$ cat config.mk
export PLATFORM = sky130hd
export DESIGN_NAME = dac_spi_transmitter
export DESIGN_NICKNAME = d
export VERILOG_FILES = /design/src/rtl/dac_spi_transmitter.sv
export SDC_FILE = /design/constraint.sdc
export NUM_CORES = 1
export LEC_CHECK = 0
export CAP_MARGIN = 25
export CORE_MARGIN = 2
export CORE_UTILIZATION = 40
export CTS_CLUSTER_SIZE = 28
export DETAILED_ROUTE_END_ITERATION = 16
export DONT_BUFFER_PORTS = 1
export PLACE_DENSITY = 0.59
export SETUP_SLACK_MARGIN = 0.15
export SYNTH_ARGS = -nofsm -noshare
export SYNTH_HDL_FRONTEND = slang
export SYNTH_SLANG_ARGS = --single-unit
$ cat constraint.sdc
create_clock -name clk_i -period 4.9 [get_ports clk_i]
set_input_delay 0.735 -clock clk_i [delete_from_list [all_inputs] [get_ports clk_i]]
set_output_delay 0.735 -clock clk_i [all_outputs]
set_load 0.005 [all_outputs]
$ cat src/rtl/dac_spi_transmitter.sv
// dac_spi_transmitter: serialises 24-bit samples MSB first over an SPI-style
// link (sclk idles low, data launched while sclk is low) with a minimum
// cs_n gap between frames and a one-entry pending buffer for early ticks.
// Optional feature: define DAC_OFFSET_BINARY_EN to send offset-binary words
// (bit 23 inverted) instead of two's complement.
module dac_spi_transmitter #(
    parameter int unsigned CLK_DIV = 2,
    parameter int unsigned CS_GAP  = 4
) (
    input  logic        clk_i,
    input  logic        reset_i,
    input  logic        tick_i,
    input  logic [23:0] data_i,
    output logic        sclk_o,
    output logic        sdata_o,
    output logic        cs_n_o,
    output logic        busy_o,
    output logic        done_o,
    output logic        dropped_o,
    output logic [15:0] drop_count_o
);

    localparam int unsigned BIT_CYC = 2 * CLK_DIV;
    localparam int unsigned CNT_MAX = (BIT_CYC > CS_GAP) ? (BIT_CYC - 1) : (CS_GAP - 1);
    localparam int unsigned CNT_W   = (CNT_MAX < 1) ? 1 : $clog2(CNT_MAX + 1);

    typedef enum logic [1:0] {IDLE, SHIFT, GAP} state_t;

    state_t             state, state_n;
    logic [CNT_W-1:0]   cnt, cnt_n;
    logic [4:0]         bit_idx, bit_n;
    logic [23:0]        shreg, shreg_n;
    logic [23:0]        pend, pend_n;
    logic               pend_vld, pend_vld_n;
    logic [15:0]        drop_cnt_n;
    logic               sclk_n, sdata_n, cs_n_n, busy_n, done_n;
    logic               last_bit_cyc, last_gap, consume;

    // Word as it goes on the wire.
    function automatic logic [23:0] to_wire(input logic [23:0] d);
`ifdef DAC_OFFSET_BINARY_EN
        return {~d[23], d[22:0]};
`else
        return d;
`endif
    endfunction

    // Next-state, pending-buffer and next-output decode.
    always_comb begin
        state_n    = state;
        cnt_n      = cnt;
        bit_n      = bit_idx;
        shreg_n    = shreg;
        pend_n     = pend;
        pend_vld_n = pend_vld;
        drop_cnt_n = drop_count_o;
        dropped_o  = 1'b0;

        last_bit_cyc = (cnt == CNT_W'(BIT_CYC - 1));
        last_gap     = (cnt == CNT_W'(CS_GAP - 1));
        consume      = (state == GAP) && last_gap;

        unique case (state)
            IDLE: begin
                cnt_n = '0;
                if (tick_i) begin
                    state_n = SHIFT;
                    shreg_n = to_wire(data_i);
                    bit_n   = '0;
                end
            end
            SHIFT: begin
                if (last_bit_cyc) begin
                    cnt_n   = '0;
                    shreg_n = {shreg[22:0], 1'b0};
                    if (bit_idx == 5'd23) begin
                        state_n = GAP;
                    end else begin
                        bit_n = bit_idx + 5'd1;
                    end
                end else begin
                    cnt_n = cnt + CNT_W'(1);
                end
            end
            GAP: begin
                if (last_gap) begin
                    cnt_n = '0;
                    bit_n = '0;
                    if (pend_vld) begin
                        state_n    = SHIFT;
                        shreg_n    = to_wire(pend);
                        pend_vld_n = 1'b0;
                    end else if (tick_i) begin
                        state_n = SHIFT;
                        shreg_n = to_wire(data_i);
                    end else begin
                        state_n = IDLE;
                    end
                end else begin
                    cnt_n = cnt + CNT_W'(1);
                end
            end
            default: state_n = IDLE;
        endcase

        // Ticks while busy land in the pending slot; a tick that goes straight
        // into a new frame at the end of the gap does not.
        if (tick_i && (state != IDLE) && !(consume && !pend_vld)) begin
            pend_n     = data_i;
            pend_vld_n = 1'b1;
            if (pend_vld && !consume) begin
                dropped_o = 1'b1;
                if (drop_count_o != 16'hFFFF) begin
                    drop_cnt_n = drop_count_o + 16'd1;
                end
            end
        end

        sclk_n  = (state_n == SHIFT) && (cnt_n >= CNT_W'(CLK_DIV));
        sdata_n = (state_n == SHIFT) && shreg_n[23];
        cs_n_n  = (state_n != SHIFT);
        busy_n  = (state_n != IDLE);
        done_n  = (state_n == GAP) && (cnt_n == CNT_W'(CS_GAP - 1));
    end

    // State, datapath and registered outputs with synchronous reset.
    always_ff @(posedge clk_i) begin
        if (reset_i) begin
            state        <= IDLE;
            cnt          <= '0;
            bit_idx      <= '0;
            shreg        <= '0;
            pend         <= '0;
            pend_vld     <= 1'b0;
            drop_count_o <= '0;
            sclk_o       <= 1'b0;
            sdata_o      <= 1'b0;
            cs_n_o       <= 1'b1;
            busy_o       <= 1'b0;
            done_o       <= 1'b0;
        end else begin
            state        <= state_n;
            cnt          <= cnt_n;
            bit_idx      <= bit_n;
            shreg        <= shreg_n;
            pend         <= pend_n;
            pend_vld     <= pend_vld_n;
            drop_count_o <= drop_cnt_n;
            sclk_o       <= sclk_n;
            sdata_o      <= sdata_n;
            cs_n_o       <= cs_n_n;
            busy_o       <= busy_n;
            done_o       <= done_n;
        end
    end

endmodule

# Word level (Yosys, flattened, before mapping)

Cells that the tools add are included.

$lt $le $gt $ge: 1
Reductions and logical operators: 22
Muxes and demuxes: 24
Equal/unequal tests: 13
Add/sub/neg operators: 3

Operator list:

| cell                    | number |
|---|---|
| $mux W24                | 4 |
| $pmux W24 S3            | 1 |
| $mux W5                 | 4 |
| $add A16 B1 Y16 const B | 1 |
| $ne A16 B16 Y1 const B  | 1 |
| $pmux W5 S3             | 1 |
| $mux W2                 | 5 |
| $eq A2 B2 Y1 const B    | 4 |
| $logic_and A1 B1 Y1     | 8 |
| $ne A2 B2 Y1 const B    | 4 |
| $reduce_bool A2 Y1      | 4 |
| $mux W1                 | 7 |
| $pmux W2 S3             | 1 |
| $reduce_and A3 Y1       | 2 |
| $add A5 B1 Y5 const B   | 1 |
| $eq A5 B5 Y1 const B    | 1 |
| $reduce_and A5 Y1       | 1 |
| $eq A2 B1 Y1 const B    | 2 |
| $pmux W2 S2             | 1 |
| $logic_not A1 Y1        | 3 |
| $reduce_bool A3 Y1      | 1 |
| $add A2 B1 Y2 const B   | 1 |
| $ge A2 B2 Y1 const B    | 1 |
| $logic_not A2 Y1        | 1 |
| 3 further kinds         | 3 |

Logic and storage cells: 76
Input port bits: 27
Output and inout port bits: 22
Register bits after elaboration: 79

# Depth between registers and ports, before layout

Gate-level depths: netlist of run 1.

Depth in word-level cells: 7
Depth in mapped cells: 8
Gate-level depth less buffers: 7

# Least setup slack after synthesis of run 1

OpenSTA, ideal clock, no wires.

Path type: reg2out
Start point: reg state[0]
End point: out dropped_o
Data arrival time: 1.353 ns
Data required time: 4.165 ns
Cell stages (with the launch flop): 7
Path buffers: 1
Setup slack: 2.812 ns
Cells stage by stage: dfxtp_1 -> inv_1 -> ha_1 -> clkbuf_2 -> a21oi_2 -> nand2_1 -> inv_1

Longest elaborated chain between the ends: 6
Elaborated cells between the ends (all ways): 11
Those cells by class: eq/ne: 1; mux: 2; reduce/logical: 8

Ends and longest elaborated chain:

| element                                                        | line     | text |
|---|---|---|
| from (decl)                                                    | 29       | `state_t state, state_n;` |
| from (signal assigned)                                         | 142      | `state <= state_n;` |
| $eq A2 B2 Y1                                                   | 61       | `consume = (state == GAP) && last_gap;` |
| $logic_and A1 B1 Y1                                            | 61       |  |
| $logic_not A1 Y1 / $logic_and A1 B1 Y1 (equally long branches) | 111, 108 |  |
| $logic_and A1 B1 Y1 / $logic_not A1 Y1 (equally long branches) | 111, 108 |  |
| $mux W1 / $logic_and A1 B1 Y1 (equally long branches)          | 111, 108 |  |
| $mux W1 *                                                      | 108      | `if (tick_i && (state != IDLE) && !(consume && !pend_vld)) begin` |
| to (decl)                                                      | 19       | `output logic dropped_o,` |

Every way passes the cells marked *; elsewhere a longest branch is shown, timed or not.

# Final worst setup path of run 1

Ends and elaborated chain as after synthesis.

==> results.ini, run 1 <==
[timing]
fmax_mhz=362
period_share=0.564
slew_viol_final=0
rsz0062_at_grt=no
max-slew-margin-rel=0.350
period_minus_slack_ns=2.77
tns_ns=0
fin_ws_ns=2.13
worst_pin_slew_ns=0.975
hold_viol=0
setup_viol=0
fin_skew_ns=0.0118

[global_route]
grt_pass1_wl_um=14600
grt_pass1_vias=2989
track_usage=0.174
gr-total-overflow=0
grt_max_degree=59
grt_antenna_before_repair=0

[placed_design]
dp_hpwl_um=5500
routabilityCongestion=0.803
port_buffers=0
dp.cells=500
place_ws_ns=2.29

[clocking]
cts_resized=0
cts.hold.buffers_added=0
cts_inserted_buffers=9
cts_setup_buffers=0
numClockSinks=79
htree_levels=3
cts_tree=built
clock_latency_ns=0.35
cts_root_buf=clkbuf_8
cts_buffer_depth=2
path_clk_slew_ns=0.09

[synth]
synth_nets=432
synth_edf_count=0
ys_types=59
ys_ff_latch=79
yosys_warnings=0
synth_area_per_cell_um2=9.74
synthTopCellsByArea=dfxtp_1 (41%), mux2_2 (9.3%), mux2i_1 (6.5%), a222oi_1 (5.7%), o2bb2ai_1 (5.2%)
synth_area_leader_cell=dfxtp_1
synth_top_flop_cell=dfxtp_1
netlist_area_um2=3880
synthArstFlopShare=0
synthesis.instances=398
synth_top_area_share=0.408
yosysSeqAreaShare=0.408

[floorplan]
num_rows=35
start_util=0.416
pin_count=49
die_w_um=102
die_h_um=102
dieArea_um2=10500
coreArea_um2=9330

[critical_path]
crit_path_max_incr_delay_ns=0.48
path_class=flip-flop to output port
startpoint_type=flip-flop
crit_fanout=9
slowest_stage=dfxtp_1
path_common_cell=inv_1
path_cells=inv_1 -> ha_1 -> a21oi_2 -> nand2_1 -> inv_1
crit_family=flip-flops
crit_required_ns=4.16
critPathBufInv=2
endpoint_kind=output port
timing.critical_path.arrival_ns=2.03

[cells_and_area]
final_common_cell=dfxtp_1
fillCellCount=936
final_layout_size_suffix_gt1_frac=0.158
area_growth_pct=6.81
utilization=0.444
final_cells=516
nets=416
diodes=0
layout_common_cells=dfxtp_1 (79), nor2_1 (37), mux2_2 (32)

[power]
p_comb_frac=0.102
clock_power_share=0.369
power_mw=1.31
sw_frac_of_total=0.256
leakage_nw=1.53
p_int_mw=0.972
p_sw_mw=0.334
ir_drop_uv=203
power.density_nw_per_um2=315
seqPwrFrac=0.529

[detailed_routing]
drt_pass1_iterations=5
wirelength_um=8770
vias=3087
ant_nets=0
drc=0
wl_per_cell_um=17.0
drtIter0Drc=232
viasPerCell=5.98

[flow_run]
max_cap_violations=0

[outcome]
status=completed

[min_path]
hp-class=primary input to flip-flop

power by group through the flow:
stage          combinational, mW  clock, mW  sequential, mW
4_1_cts                    0.134      0.497           0.690
3_3_place_gp               0.131          0           0.704
6_report                   0.133      0.482           0.690
3_5_place_dp               0.133          0           0.704
2_1_floorplan              0.121          0           0.698
5_1_grt                    0.149      0.523           0.694
layout make-up:
cell class                      instances  area [um^2]  area share
Multi-Input combinational cell        282         2150       0.519
Sequential cell                        79         1580       0.382
Clock buffer                            9          124      0.0299
Timing Repair Buffer                    3         22.5     0.00544
Tap cell                              129          161      0.0390
Inverter                                7         26.3     0.00635
Clock inverter                          7         73.8      0.0178
sequential cells by signal (all words and copies together), names as in the netlist, 2 cells and up:
name and cells:
shreg 24, bit_idx 5, pend 24, cnt 2, drop_count_o 16, state 2
final timing paths:
kind                            startpoint         endpoint  slack (ns)  cells past startpoint
worst max-delay path              state[0]        dropped_o        2.13                      5
worst min-delay path               reset_i  drop_count_o[6]        0.44                      1
worst max register to register    state[0]       bit_idx[3]        2.28                      5
worst min register to register      cnt[1]           cnt[1]        0.48                      2
per-layer routing:
layer  GRT usage  share of wire  wire (um)
met4      0.0513          0.010         88
met1       0.229           0.48       4210
met2       0.278           0.45       3980
met3      0.0506          0.056        489
met5           0              0          0
synth_stat cells (all sizes together), types with 2 or more instances:
cell	count
nor2	37
nor4	3
mux2	32
a221oi	2
o21ai	6
a311oi	2
nand3	11
nand2b	2
nor3	7
or2	2
inv	7
a2bb2oi	2
nor2b	8
a211oi	3
nor3b	2
and2	4
dfxtp	79
a21oi	18
ha	7
or4	6
nand2	18
and4b	2
nor4b	2
a21bo	2
nand3b	2
o31ai	4
a222oi	22
o2bb2ai	23
buf	11
mux2i	25
and3	2
clkbuf	19
nand4	7
or3	3
metrics by stage:
stage	hold slack, ns	cell area (um^2)
after CTS	0.429	4140
after global placement	0.454	3940
final	0.443	4140
after global routing	0.418	4140
after floorplan	0.445	3880
after detailed placement	0.463	3940
kinds of logic (layout without fill, tap and decap cells):
| family | Yosys count | after routing | share of synthesized area |
|---|---|---|---|
| DFF | 79 | 79 | 0.408 |
| buffers and inverters | 37 | 26 | 0.0394 |
| AOI/OAI and AO/OA | 96 | 96 | 0.202 |
| muxes | 57 | 57 | 0.158 |
| adders and majority gates | 7 | 7 | 0.0226 |
| and+or+nand+nor | 122 | 122 | 0.170 |
Note: power is estimated with default switching activity, not from simulation.
==> run 2, diff against run 1 <==
- clock period: 4.9 -> 2.8 ns (I/O delays scaled with it)
==> run 2 against run 1 <==
  * Routed wire length is 0.31% lower
  * Total power rose by 82%
  * First-iteration DRC count is 4.7% lower
  * Die area unchanged
  * Critical endpoint unchanged
==> results.ini, run 2 (synthesized netlist as in run 1, its figures left out) <==
[cells_and_area]
ff_latch_area_um2=1580
layout_common_cells=dfxtp_1 (79), nor2_1 (37), mux2_2 (32)
multi_input_area_um2=2150
reg_top3=pend x24, shreg x24, drop_count_o x16
final_layout_size_suffix_gt1_frac=0.162
area_growth_pct=8.01
final_common_cell=dfxtp_1
fin_area_um2=4190
fillCellCount=923
diodes=0
nets=419
final_cells=519

[clocking]
cts_setup_buffers=0
cts_resized=0
cts_buffer_depth=2
clock_latency_ns=0.35
path_clk_slew_ns=0.08
cts_tree=built
htree_levels=3
cts_root_buf=clkbuf_8
cts_inserted_buffers=9
cts.hold.buffers_added=0
numClockSinks=79

[critical_path]
critPathBufInv=2
path_class=flip-flop to output port
path_common_cell=inv_1
rrSetupSlack_ns=0.55
slowest_stage=dfxtp_1
worst_r2r_path_depth=6
timing.critical_path.arrival_ns=1.96
reg2reg_to=drop_count_o[12]
path_cells=inv_1 -> ha_1 -> a21oi_2 -> nand2_1 -> inv_1
startpoint_type=flip-flop
r2r_start=state[0]
crit_family=flip-flops
crit_fanout=9
endpoint_kind=output port
crit_required_ns=2.38
crit_path_max_incr_delay_ns=0.47

[detailed_routing]
viasPerCell=5.97
wirelength_um=8750
drc=0
drt_pass1_iterations=5
wl_per_cell_um=16.8
drtIter0Drc=221
ant_nets=0
vias=3099

[floorplan]
start_util=0.416
die_h_um=102
dieArea_um2=10500
pin_count=49
coreArea_um2=9330
die_w_um=102
num_rows=35

[flow_run]
max_cap_violations=0

[timing]
tns_ns=0
whs_ns=0.139
slew_viol_final=0
setup_viol=0
max-slew-margin-rel=0.558
fmax_mhz=420
rsz0062_at_grt=no
period_share=0.850
hold_viol=0
period_minus_slack_ns=2.38
worst_pin_slew_ns=0.657
fin_skew_ns=0.0126

[power]
clock_power_share=0.392
power.density_nw_per_um2=567
p_comb_frac=0.100
p_int_mw=1.80
ir_drop_uv=297
sw_frac_of_total=0.243
leakage_nw=1.55
p_sw_mw=0.577
seqPwrFrac=0.508

[global_route]
gr-total-overflow=0
grt_max_degree=59
grt_antenna_before_repair=0
track_usage=0.174
grt_pass1_vias=2968
grt_pass1_wl_um=14500

[min_path]
hp-class=primary input to flip-flop
min_to=drop_count_o[8]
hp-start=reset_i
hold_depth=1

[placed_design]
dp_hpwl_um=5490
dpl_cell_area_um2=3970
port_buffers=0
dp.cells=503
routabilityCongestion=0.806

[outcome]
status=completed

[run 2: worst max path at each step]
stage / startpoint / end / slack, ns / cells after the start
finish: state[0] / dropped_o / 0.42 / 5
global route: state[0] / dropped_o / 0.25 / 5
CTS: state[0] / dropped_o / 0.41 / 5
detailed placement: state[0] / drop_count_o[12] / 0.58 / 6
global placement: state[0] / drop_count_o[12] / 0.65 / 6
floorplan: state[0] / drop_count_o[12] / 0.77 / 7
[run 2: power by group through the flow]
stage	clock network [mW]	logic, mW	registers [mW]
2_1_floorplan	0	0.212	1.22
3_3_place_gp	0	0.231	1.23
3_5_place_dp	0	0.236	1.23
4_1_cts	0.968	0.237	1.21
5_1_grt	1.01	0.263	1.21
6_report	0.931	0.236	1.21
[run 2: final cells by class]
| type | instances | area share |
|---|---|---|
| Multi-Input combinational cell | 282 | 0.514 |
| Sequential cell | 79 | 0.378 |
| Tap cell | 129 | 0.0386 |
| Clock buffer | 10 | 0.0305 |
| Clock inverter | 6 | 0.0224 |
| Timing Repair Buffer | 6 | 0.0108 |
| Inverter | 7 | 0.00628 |
[run 2: through the flow]
step	setup WS (ns)	util	total power, mW
2_1_floorplan	0.775	-	1.43
3_3_place_gp	0.647	0.425	1.46
3_5_place_dp	0.577	0.425	1.47
4_1_cts	0.411	0.449	2.41
5_1_grt	0.249	0.449	2.49
6_report	0.419	0.449	2.37
[run 2: metal layers]
layer	global-route usage	vias up	part of all wire
li1	-	1509	-
met3	0.0575	7	0.061
met5	0	-	0
met4	0.0441	0	0.0077
met1	0.231	1507	0.48
met2	0.274	76	0.45
